==> src/rtl/mdu_iter.sv <==
// Iterative 32-bit multiply/divide unit: one shift-add or restoring shift-subtract step per cycle,
// result written back through we/wR/wD. Define MDU_SIGNED_EN to enable the signed variants via sgn.
module mdu_iter #(
  parameter int XLEN = 32,
  parameter int ITER = 32
) (
  input  logic            clk,
  input  logic            rst_n,
  input  logic            start,
  input  logic [1:0]      op,
  input  logic            sgn,
  input  logic [XLEN-1:0] src_a,
  input  logic [XLEN-1:0] src_b,
  input  logic [4:0]      dest,
  output logic            busy,
  output logic            done,
  output logic            we,
  output logic [4:0]      wR,
  output logic [XLEN-1:0] wD
);

  localparam int            CW   = $clog2(ITER);
  localparam logic [CW-1:0] LAST = CW'(ITER - 1);

  typedef enum logic [1:0] {
    S_IDLE = 2'd0,
    S_CALC = 2'd1,
    S_DONE = 2'd2
  } state_t;

  state_t          r_state;
  logic            r_busy;
  logic            r_done;
  logic            r_we;
  logic [4:0]      r_wr;
  logic [XLEN-1:0] r_wd;
  logic [CW-1:0]   r_cnt;
  logic [1:0]      r_op;
  logic [4:0]      r_dest;
  // r_hi: partial product high word / partial remainder; r_lo: multiplier / dividend -> quotient
  logic [XLEN-1:0] r_hi;
  logic [XLEN-1:0] r_lo;
  logic [XLEN-1:0] r_m;

  logic [XLEN-1:0] w_ma;
  logic [XLEN-1:0] w_mb;
  logic [XLEN:0]   w_sum;
  logic [XLEN:0]   w_shift;
  logic [XLEN:0]   w_diff;
  logic [XLEN-1:0] w_nhi;
  logic [XLEN-1:0] w_nlo;
  logic [XLEN-1:0] w_res;

  assign busy = r_busy;
  assign done = r_done;
  assign we   = r_we;
  assign wR   = r_wr;
  assign wD   = r_wd;

`ifdef MDU_SIGNED_EN
  logic            r_neg;
  logic            w_sa;
  logic            w_sb;
  logic            w_neg;

  // Operand magnitudes and result sign for the signed variants, evaluated at accept
  always_comb begin
    w_sa = sgn & (op != 2'b00) & src_a[XLEN-1];
    w_sb = sgn & (op != 2'b00) & src_b[XLEN-1];
    w_ma = w_sa ? -src_a : src_a;
    w_mb = w_sb ? -src_b : src_b;
    case (op)
      2'b01:   w_neg = w_sa ^ w_sb;
      // A zero divisor keeps the all-ones quotient regardless of the dividend sign
      2'b10:   w_neg = (w_sa ^ w_sb) & (src_b != {XLEN{1'b0}});
      2'b11:   w_neg = w_sa;
      default: w_neg = 1'b0;
    endcase
  end

  // Result select with sign restoration; MULH negates the full 64-bit product
  always_comb begin
    if (!r_neg) begin
      w_res = r_op[0] ? w_nhi : w_nlo;
    end else if (r_op[1]) begin
      w_res = r_op[0] ? -w_nhi : -w_nlo;
    end else begin
      w_res = ~w_nhi + {{(XLEN-1){1'b0}}, (w_nlo == {XLEN{1'b0}})};
    end
  end
`else
  logic w_unused_sgn;

  assign w_unused_sgn = sgn;
  assign w_ma         = src_a;
  assign w_mb         = src_b;
  // Odd ops read the high half (MULHU product / REMU remainder), even ops the low half
  assign w_res        = r_op[0] ? w_nhi : w_nlo;
`endif

  // One iteration step: shift-add for multiply, restoring shift-subtract for divide
  always_comb begin
    w_sum   = {1'b0, r_hi} + (r_lo[0] ? {1'b0, r_m} : {(XLEN+1){1'b0}});
    w_shift = {r_hi, r_lo[XLEN-1]};
    w_diff  = w_shift - {1'b0, r_m};
    if (r_op[1] == 1'b0) begin
      w_nhi = w_sum[XLEN:1];
      w_nlo = {w_sum[0], r_lo[XLEN-1:1]};
    end else if (w_diff[XLEN] == 1'b0) begin
      w_nhi = w_diff[XLEN-1:0];
      w_nlo = {r_lo[XLEN-2:0], 1'b1};
    end else begin
      w_nhi = w_shift[XLEN-1:0];
      w_nlo = {r_lo[XLEN-2:0], 1'b0};
    end
  end

  // Control FSM, datapath registers and registered write-back outputs
  always_ff @(posedge clk) begin
    if (!rst_n) begin
      r_state <= S_IDLE;
      r_busy  <= 1'b0;
      r_done  <= 1'b0;
      r_we    <= 1'b0;
      r_wr    <= 5'd0;
      r_wd    <= {XLEN{1'b0}};
      r_cnt   <= {CW{1'b0}};
      r_op    <= 2'b00;
      r_dest  <= 5'd0;
      r_hi    <= {XLEN{1'b0}};
      r_lo    <= {XLEN{1'b0}};
      r_m     <= {XLEN{1'b0}};
`ifdef MDU_SIGNED_EN
      r_neg   <= 1'b0;
`endif
    end else begin
      case (r_state)
        S_IDLE: begin
          r_done <= 1'b0;
          r_we   <= 1'b0;
          if (start) begin
            r_state <= S_CALC;
            r_busy  <= 1'b1;
            r_cnt   <= {CW{1'b0}};
            r_op    <= op;
            r_dest  <= dest;
            r_hi    <= {XLEN{1'b0}};
            if (op[1]) begin
              r_m  <= w_mb;
              r_lo <= w_ma;
            end else begin
              r_m  <= w_ma;
              r_lo <= w_mb;
            end
`ifdef MDU_SIGNED_EN
            r_neg   <= w_neg;
`endif
          end else begin
            r_busy <= 1'b0;
          end
        end
        S_CALC: begin
          r_hi  <= w_nhi;
          r_lo  <= w_nlo;
          r_cnt <= r_cnt + CW'(1);
          if (r_cnt == LAST) begin
            r_state <= S_DONE;
            r_done  <= 1'b1;
            r_we    <= (r_dest != 5'd0);
            r_wr    <= r_dest;
            r_wd    <= w_res;
          end else begin
            r_done  <= 1'b0;
            r_we    <= 1'b0;
          end
        end
        S_DONE: begin
          r_state <= S_IDLE;
          r_busy  <= 1'b0;
          r_done  <= 1'b0;
          r_we    <= 1'b0;
        end
        default: begin
          r_state <= S_IDLE;
          r_busy  <= 1'b0;
          r_done  <= 1'b0;
          r_we    <= 1'b0;
        end
      endcase
    end
  end

endmodule

==> config.mk <==
export PLATFORM = sky130hd
export DESIGN_NAME = mdu_iter
export DESIGN_NICKNAME = d
export VERILOG_FILES = /design/src/rtl/mdu_iter.sv
export SDC_FILE = /design/constraint.sdc
export NUM_CORES = 1
export LEC_CHECK = 0
export BUFFER_PORTS_ARGS = -buffer_cell sky130_fd_sc_hd__buf_2
export CAP_MARGIN = 30
export CORE_MARGIN = 1
export CORE_UTILIZATION = 60
export DETAILED_ROUTE_END_ITERATION = 8
export PLACE_DENSITY = 0.82
export REMOVE_ABC_BUFFERS = 1
export SETUP_SLACK_MARGIN = 0.15
export SLEW_MARGIN = 25
export SYNTH_ARGS = -nofsm -noshare
export SYNTH_HDL_FRONTEND = slang
export SYNTH_SLANG_ARGS = --single-unit
==> constraint.sdc <==
create_clock -name clk -period 4.2 [get_ports clk]
set_input_delay 1.05 -clock clk [delete_from_list [all_inputs] [get_ports clk]]
set_output_delay 1.05 -clock clk [all_outputs]
set_load 0.005 [all_outputs]
# After elaboration in Yosys (flattened, before gate mapping)
# Index checks and enable logic that the tools add are counted.
# op_classes
n_lt_le_gt_ge,0
addsub,3
n_shift,0
n_mul,0
eq_ne,4
n_reduce_logical,9
n_bitwise,0
div,0
muxes,20
# ops
op,n
$mux 32,9
$pmux 32 s2,2
$add 32x32->33,1
$sub 33x32->33,1
$pmux 5 s2,1
$reduce_and 2->1,5
$add 5x1->5 const B,1
$eq 5x5->1 const B,1
$mux 5,1
$reduce_bool 5->1,1
$mux 2,2
$ne 2x2->1 const B,2
$pmux 2 s2,1
$mux 1,3
$reduce_and 3->1,1
$eq 2x1->1 const B,1
$logic_not 2->1,1
$pmux 1 s2,1
$reduce_bool 2->1,1
# word_totals
mem_count,0
word_cells,48
regBits,150
romBits,0
latch_bits,0
input_bits,75
mem_bits_rw,0
output_inout_bits,40

# Logic depth before layout (Yosys ltp)
# Gate-level depths: netlist of run 1.
# depth
word_depth,4
mapped_depth,17
mapped_depth_nobuf,16

# Least setup slack after synthesis of run 1
# OpenSTA, ideal clock, no wires.
# synth_path
path_type,register -> register
from,reg r_lo[0]
to,"reg r_wd[25], in the netlist wD[25]"
t_arrival_ns,3.334
period_less_slack_ns,3.399
path_stages_with_launch,17
path_buffers,1
setup_time_ns,0.065
setup_slack_ns,0.801
required_ns,4.135
path_cell_list,dfxtp_1 -> clkbuf_1 -> and2_1 -> ha_1 -> fa_1 -> a21o_1 -> a21oi_2 -> o21ai_1 -> a31oi_1 -> a21oi_1 -> or4b_1 -> nand2_1 -> o21ai_0 -> xnor2_1 -> a22o_1 -> o21a_1 -> nor2_1
# synth_via
elab_chain_len,4
# synth_lines
item,line_no,text
start: declaration,42,logic [XLEN-1:0] r_lo;
start signal: assignment,131,r_lo <= {XLEN{1'b0}};
start signal: assignment,150,r_lo <= w_ma;
start signal: assignment,153,r_lo <= w_mb;
$mux 32,103,"w_sum = {1'b0, r_hi} + (r_lo[0] ? {1'b0, r_m} : {(XLEN+1){1'b0}});"
$add 32x32->33,103,
$mux 32,106,if (r_op[1] == 1'b0) begin
$mux 32,98,assign w_res = r_op[0] ? w_nhi : w_nlo;
end signal: assignment,126,r_wd <= {XLEN{1'b0}};
end signal: assignment,171,r_wd <= w_res;
end: declaration,36,logic [XLEN-1:0] r_wd;
# No other way between the ends.
# A chain may end at the register's enable or synchronous reset.

# Final worst setup path of run 1
# layout_path
from,reg r_hi[0]
to,"reg r_wd[31], in the netlist wD[31]"
# layout_via
elab_chain_len,4
elab_cells_between_ends,6
cone_classes,add/sub: 2; mux: 4
# layout_lines
item,line_no,text
start: declaration,41,logic [XLEN-1:0] r_hi;
start signal: assignment,130,r_hi <= {XLEN{1'b0}};
start signal: assignment,147,r_hi <= {XLEN{1'b0}};
start signal: assignment,163,r_hi <= w_nhi;
$sub 33x32->33,105,"w_diff = w_shift - {1'b0, r_m};"
$mux 32,109,end else if (w_diff[XLEN] == 1'b0) begin
$mux 32,106,
$mux 32 (*),98,
# Mark *: on every way between the ends. The rest lies on a longest branch, timed or not.

==> summary.txt, run 1 <==
Finish
  – Fraction of layout cells with a size suffix above 1: 0.132
  – Layout overhead on the synthesized area: 11.7%
  – Number of standard cells in the final layout excluding fillers: 1,730
  – Post-layout nets: 1,631
  – Post-Route Utilization: 0.682
  – Filler Cell Count: 1,493
  – Ant diodes: 0

Route
  – ANT nets after route: 0
  – Final wirelength: 33.3 mm
  – Drt drc: 0
  – Routed wire per std cell: 19.2 µm
  – Router iterations before antenna repair: 5
  – Total number of vias: 11.0k
  – Count of routing violations after the opening detailed-route iteration: 1,280
  – Detailed-route vias per instance: 6.38

Clocking
  – Clock edge transition at the registers on the reported setup and hold paths: 0.07 ns
  – TritonCTS Buffers: 17
  – Count of clock tree sinks: 150
  – # H-tree levels: 4
  – Worst-Skew Late Latency: 0.44 ns
  – Number of buffers between clock root and the deepest sink: 2
  – CTS Root Buffer Type: sky130_fd_sc_hd__clkbuf_16
  – TritonCTS clock tree: done

Global route
  – Maximum number of pins on one net before global-route repair: 74
  – Global-route wire length before repair: 51.1 mm
  – Number of global-route vias before repair: 9,747
  – Number of antenna violations at the first check in global routing: 0
  – Overall routing resource usage: 0.354
  – Total grt overflow: 0

Worst hold path
  – Worst Hold Class: flip-flop to flip-flop

Timing
  – Final setup TNS: 0 ns
  – Final number of max-transition violations: 0
  – Rel. slew slack: 0.429
  – Tmin final: 3.87 ns
  – Maximum achievable frequency: 258 MHz
  – Slew @ Worst Pin: 0.857 ns
  – Final number of setup-violating endpoints: 0
  – Setup repair after global routing missed its margin: false
  – Final setup skew: 0.0128 ns
  – Worst hold margin: 0.454 ns
  – Final number of hold-violating endpoints: 0
  – Worst setup margin: 0.327 ns
  – Tcrit/Tclk final: 0.922

Flow run
  – Number of max-cap violations: 0

Synthesis
  – List of most frequent post-synthesis cells: sky130_fd_sc_hd__nor2_1, sky130_fd_sc_hd__a21oi_1, sky130_fd_sc_hd__dfxtp_1
  – Portion of synthesized cell area occupied by the leading cell type: 0.274
  – Async set or reset register ratio after synthesis: 0
  – Synth warn: 0
  – Area of the mapped netlist: 11,000 µm²
  – Cells taking the most area after synthesis: sky130_fd_sc_hd__dfxtp_1, sky130_fd_sc_hd__mux2i_1, sky130_fd_sc_hd__ha_1
  – Prevailing post-synth register cell: sky130_fd_sc_hd__dfxtp_1
  – Share of the yosys chip area belonging to registers: 0.274
  – Cell type contributing the most total cell area after synthesis: sky130_fd_sc_hd__dfxtp_1
  – Count leader, synth: sky130_fd_sc_hd__nor2_1
  – Number of enable-type register cells in the synthesized netlist: 0
  – Synthesized netlist cell count: 1,428
  – Flip-flop and latch count after synthesis: 150
  – Netlist cell types: 79
  – Post-Syn Area per Cell: 7.68 µm²

Placement
  – Worst slack at placement: 0.345 ns
  – Hpwl dp: 23.9 mm
  – Count of placed standard cells including taps: 1,698
  – GPL Wtd Cong: 0.986
  – Buffers added on ports: 113

Status
  – Status: complete, no violations

Power and ir drop
  – Power density cells: 348 nW/µm²
  – Max VDD drop: 0.269 mV
  – Static leakage: 5.52 nW

Critical path
  – Type of element launching the critical path: flip-flop
  – Crit Path Class: flip-flop to flip-flop
  – Largest fanout of any net on the critical path: 5
  – Required time worst endpoint: 4.55 ns
  – Critical Path Sink Type: flip-flop
  – Data arrival time of the critical path: 4.22 ns

Floorplanning
  – Io pins: 115
  – Placement Rows: 49
  – Die area: 18,800 µm²
  – Horizontal die dimension: 137 µm
  – Core footprint: 18,000 µm²
  – Starting Density: 0.610
  – Y dimension of the die: 137 µm
final timing paths:
path                            cells after the start             endpoint            startpoint  slack (ns)
worst max-delay path                               13  wD[31]$_SDFFE_PN0P_  r_hi[0]$_SDFFE_PN0P_        0.33
worst min-delay path                                2   wR[0]$_SDFFE_PN0P_    wR[0]$_SDFFE_PN0P_        0.45
worst max register to register                     13  wD[31]$_SDFFE_PN0P_  r_hi[0]$_SDFFE_PN0P_        0.33
worst min register to register                      2   wR[0]$_SDFFE_PN0P_    wR[0]$_SDFFE_PN0P_        0.45
metrics by stage:
step	total power (W)	area [µm²]
2_1_floorplan	0.00233	10600
3_3_place_gp	0.00265	11600
3_5_place_dp	0.00267	11600
4_1_cts	0.00424	12200
5_1_grt	0.00445	12300
6_report	0.00427	12300
repair_timing:
item / 4_1_cts / 5_1_grt
buffers inserted: 0 / 0
gates resized for setup: 0 / 2
setup endpoints to repair: 0 / 15
hold buffers: 0 / 0
placed cells by master, fill, tap and decap left out, types with 19 or more instances in the layout:
cell type                  instances
sky130_fd_sc_hd__xnor2_1          30
sky130_fd_sc_hd__nor3_1           24
sky130_fd_sc_hd__inv_1            54
sky130_fd_sc_hd__o21ai_0          38
sky130_fd_sc_hd__o22ai_1          34
sky130_fd_sc_hd__a211oi_1         43
sky130_fd_sc_hd__buf_4            24
sky130_fd_sc_hd__nor2_1          159
sky130_fd_sc_hd__a21oi_1         155
sky130_fd_sc_hd__nand3_1          47
sky130_fd_sc_hd__buf_2           112
sky130_fd_sc_hd__a21o_1           37
sky130_fd_sc_hd__and2_1           43
sky130_fd_sc_hd__mux2i_1         103
sky130_fd_sc_hd__nand2_1         118
sky130_fd_sc_hd__xor2_1           19
sky130_fd_sc_hd__o21ai_1          21
sky130_fd_sc_hd__dfxtp_1         149
sky130_fd_sc_hd__ha_1             66
cells by family after synthesis:
kind of cell | synth area share
simple gates | 0.190
compound gates | 0.265
xor+xnor | 0.0391
mux | 0.0970
buf+inv | 0.0559
fa+ha+maj | 0.0790
flops | 0.274
state kept, by name, summed over array words and instances, names as in the netlist, 2 cells and up:
name and count:
r_hi 32, r_m 32, r_dest 5, r_state 2, r_cnt 5, wR 5, r_lo 32, wD 32
r_op 2
critical path, stage by stage, from the launching register on:
cell and delay [ns]:
sky130_fd_sc_hd__dfxtp_1 0.44, sky130_fd_sc_hd__ha_1 0.27, sky130_fd_sc_hd__nor2b_1 0.14, sky130_fd_sc_hd__o21ai_1 0.20, sky130_fd_sc_hd__a21boi_1 0.15, sky130_fd_sc_hd__or4_1 0.55, sky130_fd_sc_hd__nand3_1 0.23, sky130_fd_sc_hd__a21boi_0 0.16
sky130_fd_sc_hd__o21ai_1 0.35, sky130_fd_sc_hd__a2111oi_0 0.19, sky130_fd_sc_hd__a211o_1 0.33, sky130_fd_sc_hd__a31oi_1 0.43, sky130_fd_sc_hd__a21oi_1 0.13, sky130_fd_sc_hd__o21ai_1 0.21
metal layers:
metal,global-route usage,up-vias,share of wire
met5,0,-,0
li1,-,5284,-
met3,0.0681,81,0.086
met1,0.503,5119,0.44
met4,0.132,0,0.028
met2,0.526,548,0.45
power breakdown:
group	internal (W)	total, W	leakage [nW]	switching (W)
sequential	0.00149	0.00157	1.23	0.0000806
clock	0.000878	0.00158	0.291	0.000703
combinational	0.000426	0.00111	4.01	0.000687
layout make-up:
class                           count  area [µm²]  area share
Multi-Input combinational cell   1126        7370       0.602
Tap cell                          229         287      0.0234
Clock inverter                     14         154      0.0126
Sequential cell                   150        3010       0.245
Clock buffer                       18         450      0.0368
Timing Repair Buffer              138         776      0.0633
Inverter                           55         209      0.0171
Note: power is estimated with default switching activity, not from simulation.
==> inputs of run 2 (changes only) <==
Settings changed: PLACE_DENSITY 0.82 to 0.81.
==> run 2 against run 1 <==
Sequential share of layout area about the same. Critical path depth increased by 2. Clock skew decreased by 0.0014 ns. Largest cell class unchanged. Largest power group is now registers.
==> summary.txt, run 2 (synthesis gave the netlist of run 1 again) <==
Floorplanning
  – Placement Rows: 49 (unchanged)
  – Y dimension of the die: 137 µm (unchanged)
  – Die area: 18,800 µm² (unchanged)
  – Horizontal die dimension: 137 µm (unchanged)
  – Io pins: 115 (unchanged)
  – Starting Density: 0.610 (unchanged)
  – Core footprint: 18,000 µm² (unchanged)

Clocking
  – Count of clock tree sinks: 150 (unchanged)
  – TritonCTS Buffers: 17 (unchanged)
  – Number of buffers between clock root and the deepest sink: 2 (unchanged)
  – Clock edge transition at the registers on the reported setup and hold paths: 0.06 ns (about the same)
  – # H-tree levels: 4 (unchanged)
  – Worst-Skew Late Latency: 0.44 ns (about the same)
  – CTS Root Buffer Type: sky130_fd_sc_hd__clkbuf_16
  – TritonCTS clock tree: done

Route
  – Total number of vias: 11.2k (+1.6%)
  – Drt drc: 0 (unchanged)
  – Router iterations before antenna repair: 6 (+1)
  – Routed wire per std cell: 19.5 µm (+1.2%)
  – Final wirelength: 33.7 mm (+1.3%)
  – ANT nets after route: 0 (unchanged)
  – Count of routing violations after the opening detailed-route iteration: 1,123 (-12%)
  – Detailed-route vias per instance: 6.47 (+1.5%)

Timing
  – Final number of hold-violating endpoints: 0 (unchanged)
  – Slew @ Worst Pin: 0.859 ns (+0.00235 ns)
  – Tmin final: 3.95 ns (+0.0762 ns)
  – Maximum achievable frequency: 253 MHz (-1.9%)
  – Setup repair after global routing missed its margin: true
  – Final setup skew: 0.0113 ns (-0.00143 ns)
  – Worst setup margin: 0.251 ns (-0.0762 ns)
  – Final number of setup-violating endpoints: 0 (unchanged)
  – Final setup TNS: 0 ns (unchanged)
  – Rel. slew slack: 0.427 (-0.00156)
  – Tcrit/Tclk final: 0.940 (+0.0181)
  – Final number of max-transition violations: 0 (unchanged)

Placement
  – Buffers added on ports: 113 (unchanged)
  – GPL Wtd Cong: 0.971 (-1.5%)
  – Worst slack at placement: 0.264 ns (-0.0805 ns)
  – Hpwl dp: 23.9 mm (+0.17%)

Global route
  – Number of antenna violations at the first check in global routing: 0 (unchanged)
  – Maximum number of pins on one net before global-route repair: 74 (unchanged)
  – Total grt overflow: 0 (unchanged)
  – Overall routing resource usage: 0.362 (+0.00801)
  – Global-route wire length before repair: 52.7 mm (+3.1%)
  – Number of global-route vias before repair: 10.1k (+3.3%)

Worst hold path
  – Cell count of the worst hold path: 1 (-1)
  – Worst Min Path Start: r_cnt[3]$_SDFFE_PN0P_
  – Hold Crit Endpoint: r_cnt[3]$_SDFFE_PN0P_
  – Worst Hold Class: flip-flop to flip-flop

Finish
  – Ant diodes: 0 (unchanged)
  – Layout overhead on the synthesized area: 12.0%
  – Filler Cell Count: 1,496 (+0.20%)
  – Top library cells by usage in the layout, fill and taps aside: sky130_fd_sc_hd__nor2_1, sky130_fd_sc_hd__a21oi_1, sky130_fd_sc_hd__dfxtp_1
  – Most common cell after layout, fill and taps aside: sky130_fd_sc_hd__nor2_1
  – Fraction of layout cells with a size suffix above 1: 0.134 (+0.00191)
  – Post-layout nets: 1,632 (+0.061%)

Critical path
  – Largest fanout of any net on the critical path: 11 (+6)
  – Reg2reg path depth: 15 (+2)
  – Critical Path Sink Type: flip-flop
  – Crit Path Class: flip-flop to flip-flop
  – Reg-to-reg slack, setup: 0.25 ns (-0.08 ns)
  – Endpoint of the lowest-slack register-to-register path: wD[26]$_SDFFE_PN0P_
  – Required time worst endpoint: 4.53 ns (-0.02 ns)
  – Data arrival time of the critical path: 4.28 ns (+0.06 ns)
  – FF-to-FF Start: r_lo[0]$_SDFFE_PN0P_
  – Type of element launching the critical path: flip-flop

Status
  – Status: complete, no violations

Power and ir drop
  – Internal power: 0.00281 W (+0.40%)
  – Combinational share of power: 0.262 (about the same)
  – Sequential share of power: 0.371 (+0.002)
  – Sw power: 0.00144 W (-2.1%)
  – Part of the power in the clock network: 0.366 (-0.004)
  – Max VDD drop: 0.326 mV (+21%)
  – Power density cells: 346 nW/µm² (-0.68%)
  – Static leakage: 5.53 nW (about the same)
  – Switching Fraction: 0.339 (-0.00561)

Flow run
  – Number of max-cap violations: 0 (unchanged)
run 2: per-layer routing:
metal / up-vias / global-route usage / part of all wire
li1: 5286 / - / -
met1: 5292 / 0.507 / 0.43
met2: 559 / 0.561 / 0.45
met3: 67 / 0.0625 / 0.092
met4: 0 / 0.117 / 0.023
met5: - / 0 / 0
run 2: layout make-up:
cell class | count | area, µm² | area share
Clock buffer | 17 | 425 | 0.0346
Clock inverter | 15 | 171 | 0.0140
Inverter | 55 | 209 | 0.0170
Multi-Input combinational cell | 1126 | 7390 | 0.602
Sequential cell | 150 | 3010 | 0.245
Tap cell | 229 | 287 | 0.0233
Timing Repair Buffer | 139 | 788 | 0.0642
run 2: worst max-delay path by stage:
stage / slack [ns] / start / depth (start not counted) / end
2_1_floorplan: 0.41 / r_op[1]$_SDFFE_PN0P_ / 4 / r_hi[29]$_SDFFE_PN0P_
3_3_place_gp: 0.31 / r_lo[0]$_SDFFE_PN0P_ / 15 / wD[31]$_SDFFE_PN0P_
3_5_place_dp: 0.26 / r_lo[0]$_SDFFE_PN0P_ / 15 / wD[31]$_SDFFE_PN0P_
4_1_cts: 0.21 / r_lo[0]$_SDFFE_PN0P_ / 15 / wD[31]$_SDFFE_PN0P_
5_1_grt: 0.08 / r_lo[0]$_SDFFE_PN0P_ / 15 / wD[31]$_SDFFE_PN0P_
6_report: 0.25 / r_lo[0]$_SDFFE_PN0P_ / 15 / wD[26]$_SDFFE_PN0P_
run 2: critical path, stage by stage (launching register included):
cell	delay [ns]
sky130_fd_sc_hd__dfxtp_2	0.40
sky130_fd_sc_hd__buf_4	0.20
sky130_fd_sc_hd__buf_4	0.16
sky130_fd_sc_hd__and2_1	0.15
sky130_fd_sc_hd__ha_1	0.40
sky130_fd_sc_hd__nand3_1	0.20
sky130_fd_sc_hd__or4_1	0.50
sky130_fd_sc_hd__a21oi_1	0.25
sky130_fd_sc_hd__nor3_1	0.12
sky130_fd_sc_hd__or2_1	0.27
sky130_fd_sc_hd__nor2b_1	0.15
sky130_fd_sc_hd__xnor2_1	0.16
sky130_fd_sc_hd__o22ai_1	0.10
sky130_fd_sc_hd__a31oi_1	0.43
sky130_fd_sc_hd__nand2_1	0.11
sky130_fd_sc_hd__a31o_1	0.22
run 2: power by group through the flow:
stage	clock, W	combinational, W	sequential, W
4_1_cts	0.00156	0.00108	0.00157
2_1_floorplan	0	0.000747	0.00158
5_1_grt	0.00163	0.00121	0.00158
3_3_place_gp	0	0.00105	0.00160
6_report	0.00156	0.00111	0.00158
3_5_place_dp	0	0.00107	0.00160
run 2: through the flow:
step	cells	hold WS, ns	instance area [µm²]	utilization	power (W)
floorplan	1331	0.414	10600	-	0.00233
global placement	1698	0.438	11600	0.647	0.00265
detailed placement	1698	0.444	11600	0.647	0.00267
CTS	1730	0.449	12200	0.681	0.00421
global route	1731	0.481	12300	0.684	0.00442
finish	1731	0.448	12300	0.684	0.00425
run 2: timing repair:
| action | 4_1_cts | 5_1_grt |
|---|---|---|
| hold buffers | 0 | 0 |
| setup endpoints to repair | 0 | 29 |
| endpoints found under the hold margin | 0 | 0 |
| buffers inserted | 0 | 0 |
| resized for setup | 0 | 5 |
==> inputs of run 3 (changes only) <==
Settings changed: RECOVER_POWER set to 100.
==> run 3 against run 2 <==
The run now ends with max-capacitance violations, max-slew violations left. Power shrank 0.19%. Critical path type unchanged. Largest cell class unchanged. Clock power is essentially flat. Routed wire length up 0.12%. Worst hold slack got worse by 0.00094 ns. Global-route usage unchanged. Sequential power about the same. Clock skew rose by 0.0018 ns. Final area decreased by 0.53%. Setup slack got worse by 0.054 ns.
==> summary.txt, run 3 (synthesis gave the netlist of run 1 again) <==
Status
  – Status: finished, violations left
  – Violations in the final reports: max-capacitance violations, max-slew violations

Route
  – Total number of vias: 11.1k (-0.77%)
  – Count of routing violations after the opening detailed-route iteration: 1,166 (+3.8%)
  – Detailed-route vias per instance: 6.42 (-0.77%)
  – Routed wire per std cell: 19.5 µm (+0.12%)
  – ANT nets after route: 0 (unchanged)
  – Router iterations before antenna repair: 5 (-1)
  – Final wirelength: 33.8 mm (+0.12%)
  – Drt drc: 0 (unchanged)

Worst hold path
  – Worst Min Path Start: r_cnt[3]$_SDFFE_PN0P_
  – Cell count of the worst hold path: 1 (unchanged)
  – Worst Hold Class: flip-flop to flip-flop
  – Hold Crit Endpoint: r_cnt[3]$_SDFFE_PN0P_

Floorplanning
  – Y dimension of the die: 137 µm (unchanged)
  – Horizontal die dimension: 137 µm (unchanged)
  – Die area: 18,800 µm² (unchanged)
  – Starting Density: 0.610 (unchanged)
  – Placement Rows: 49 (unchanged)
  – Core footprint: 18,000 µm² (unchanged)
  – Io pins: 115 (unchanged)

Global route
  – Layer with the highest usage: met2
  – Met3 usage in global routing: 0.0625 (unchanged)
  – Total grt overflow: 0 (unchanged)
  – Overall routing resource usage: 0.362 (unchanged)
  – Maximum number of pins on one net before global-route repair: 74 (unchanged)
  – Number of antenna violations at the first check in global routing: 0 (unchanged)
  – Met1 usage: 0.507 (unchanged)
  – Number of global-route vias before repair: 10.1k (unchanged)
  – Global-route wire length before repair: 52.7 mm (unchanged)
  – Met2 Usage GRT: 0.561 (unchanged)

Power and ir drop
  – Max VDD drop: 0.328 mV (+0.39%)
  – Combinational share of power: 0.260 (-0.002)
  – Sequential share of power: 0.372 (about the same)
  – Sw power: 0.00144 W (about the same)
  – Final total power: 0.00424 W (-0.19%)
  – Part of the power in the clock network: 0.368 (+0.002)
  – Power density cells: 347 nW/µm² (+0.34%)
  – Switching Fraction: 0.340 (+0.000747)
  – Static leakage: 5.39 nW (-2.4%)
  – Internal power: 0.00280 W (-0.30%)

Timing
  – Slew @ Worst Pin: 2.15 ns (+1.29 ns)
  – Rel. slew slack: -0.431 (-0.859)
  – Final number of setup-violating endpoints: 0 (unchanged)
  – Tcrit/Tclk final: 0.953 (+0.0129)
  – Setup repair after global routing missed its margin: true
  – Maximum achievable frequency: 250 MHz (-1.4%)
  – Tmin final: 4.00 ns (+0.0543 ns)
  – Final setup TNS: 0 ns (unchanged)
  – Worst hold margin: 0.447 ns (-0.000942 ns)
  – Final setup skew: 0.0132 ns (+0.00182 ns)
  – Final number of hold-violating endpoints: 0 (unchanged)
  – Final number of max-transition violations: 94 (+94)

Finish
  – Post-layout nets: 1,632 (unchanged)
  – Combined area of the multi-input logic cells: 7390 µm² (about the same)
  – Fraction of layout cells with a size suffix above 1: 0.114 (-0.0200)
  – Post-Route Utilization: 0.680 (-0.00362)
  – Final design instance area without fill: 12,200 µm² (-0.53%)
  – Sequential standard cell area: 3010 µm² (unchanged)
  – Ant diodes: 0 (unchanged)
  – Top library cells by usage in the layout, fill and taps aside: sky130_fd_sc_hd__nor2_1, sky130_fd_sc_hd__a21oi_1, sky130_fd_sc_hd__dfxtp_1
  – Layout overhead on the synthesized area: 11.4%
  – Filler Cell Count: 1,521 (+1.7%)
  – Most common cell after layout, fill and taps aside: sky130_fd_sc_hd__nor2_1

Placement
  – Cell area reported after detailed placement: 11,600 µm² (unchanged)
  – GPL Wtd Cong: 0.971 (unchanged)
  – Buffers added on ports: 113 (unchanged)
  – Hpwl dp: 23.9 mm (unchanged)

Clocking
  – TritonCTS clock tree: done
  – Number of buffers between clock root and the deepest sink: 2 (unchanged)
  – Count of clock tree sinks: 150 (unchanged)
  – # H-tree levels: 4 (unchanged)
  – Worst-Skew Late Latency: 0.44 ns (about the same)
  – Clock edge transition at the registers on the reported setup and hold paths: 0.06 ns (about the same)
  – TritonCTS Buffers: 17 (unchanged)
  – CTS Root Buffer Type: sky130_fd_sc_hd__clkbuf_16

Critical path
  – Reg-to-reg slack, setup: 0.20 ns (-0.05 ns)
  – Largest fanout of any net on the critical path: 11 (unchanged)
  – Endpoint of the lowest-slack register-to-register path: wD[26]$_SDFFE_PN0P_
  – Crit Path Class: flip-flop to flip-flop
  – Reg2reg path depth: 15 (unchanged)
  – Critical Path Sink Type: flip-flop
  – FF-to-FF Start: r_lo[0]$_SDFFE_PN0P_
  – Type of element launching the critical path: flip-flop
  – Required time worst endpoint: 4.53 ns (about the same)
  – Data arrival time of the critical path: 4.33 ns (+0.05 ns)

Flow run
  – Number of max-cap violations: 2 (+2)
-- run 3: cell count changes in the layout (fill, tap and decap cells not counted), moves of 3 or more --
cell and delta:
sky130_fd_sc_hd__and2_0 +6, sky130_fd_sc_hd__and2_1 -5, sky130_fd_sc_hd__buf_2 -25, sky130_fd_sc_hd__buf_4 -5
sky130_fd_sc_hd__clkbuf_1 +27, sky130_fd_sc_hd__clkbuf_2 +3, sky130_fd_sc_hd__o21ai_0 +9, sky130_fd_sc_hd__o21ai_1 -9
-- run 3: area by class of cell --
| type | instances | area share |
|---|---|---|
| clock buffer | 17 | 0.0348 |
| tap | 229 | 0.0235 |
| clock inverter | 15 | 0.0140 |
| timing repair buffer | 139 | 0.0597 |
| multi-input combinational | 1126 | 0.605 |
| sequential | 150 | 0.246 |
| inverter | 55 | 0.0170 |
-- run 3: worst max-delay path by stage --
stage                                    start               endpoint  slack [ns]
after floorplan           r_op[1]$_SDFFE_PN0P_  r_hi[29]$_SDFFE_PN0P_        0.41
after global placement    r_lo[0]$_SDFFE_PN0P_    wD[31]$_SDFFE_PN0P_        0.31
after detailed placement  r_lo[0]$_SDFFE_PN0P_    wD[31]$_SDFFE_PN0P_        0.26
after CTS                 r_lo[0]$_SDFFE_PN0P_    wD[31]$_SDFFE_PN0P_        0.21
after global routing      r_lo[0]$_SDFFE_PN0P_    wD[31]$_SDFFE_PN0P_        0.05
final                     r_lo[0]$_SDFFE_PN0P_    wD[26]$_SDFFE_PN0P_        0.20
-- run 3: power by group through the flow --
stage                     sequential, W  clock [W]  combinational (W)
after floorplan                 0.00158          0           0.000747
after global placement          0.00160          0            0.00105
after detailed placement        0.00160          0            0.00107
after CTS                       0.00157    0.00156            0.00108
after global routing            0.00158    0.00163            0.00120
final                           0.00158    0.00156            0.00110
-- run 3: worst max-delay path, cell delays in order, from the launching register on --
cell and delay, ns:
sky130_fd_sc_hd__dfxtp_2 0.40, sky130_fd_sc_hd__buf_4 0.20, sky130_fd_sc_hd__clkbuf_2 0.17, sky130_fd_sc_hd__and2_1 0.18
sky130_fd_sc_hd__ha_1 0.40, sky130_fd_sc_hd__nand3_1 0.20, sky130_fd_sc_hd__or4_1 0.50, sky130_fd_sc_hd__a21oi_1 0.26
sky130_fd_sc_hd__nor3_1 0.12, sky130_fd_sc_hd__or2_0 0.28, sky130_fd_sc_hd__nor2b_1 0.16, sky130_fd_sc_hd__xnor2_1 0.16
sky130_fd_sc_hd__o22ai_1 0.10, sky130_fd_sc_hd__a31oi_1 0.43, sky130_fd_sc_hd__nand2_1 0.11, sky130_fd_sc_hd__a31o_1 0.22
-- run 3: routing by layer --
metal / vias to the layer above / share of wire
met2: 506 / 0.45
met3: 70 / 0.085
li1: 5280 / -
met4: 0 / 0.024
met5: - / 0
met1: 5262 / 0.44
-- run 3: repair_timing --
action	CTS	global route
buffers inserted	0	0
endpoints found under the setup margin	0	29
gates resized for setup	0	5
hold buffers	0	0
-- run 3: stage by stage --
| stage | std cells | setup WS, ns |
|---|---|---|
| final | 1731 | 0.197 |
| after global routing | 1731 | 0.0525 |
| after CTS | 1730 | 0.210 |
| after detailed placement | 1698 | 0.264 |
| after global placement | 1698 | 0.314 |
| after floorplan | 1331 | 0.414 |
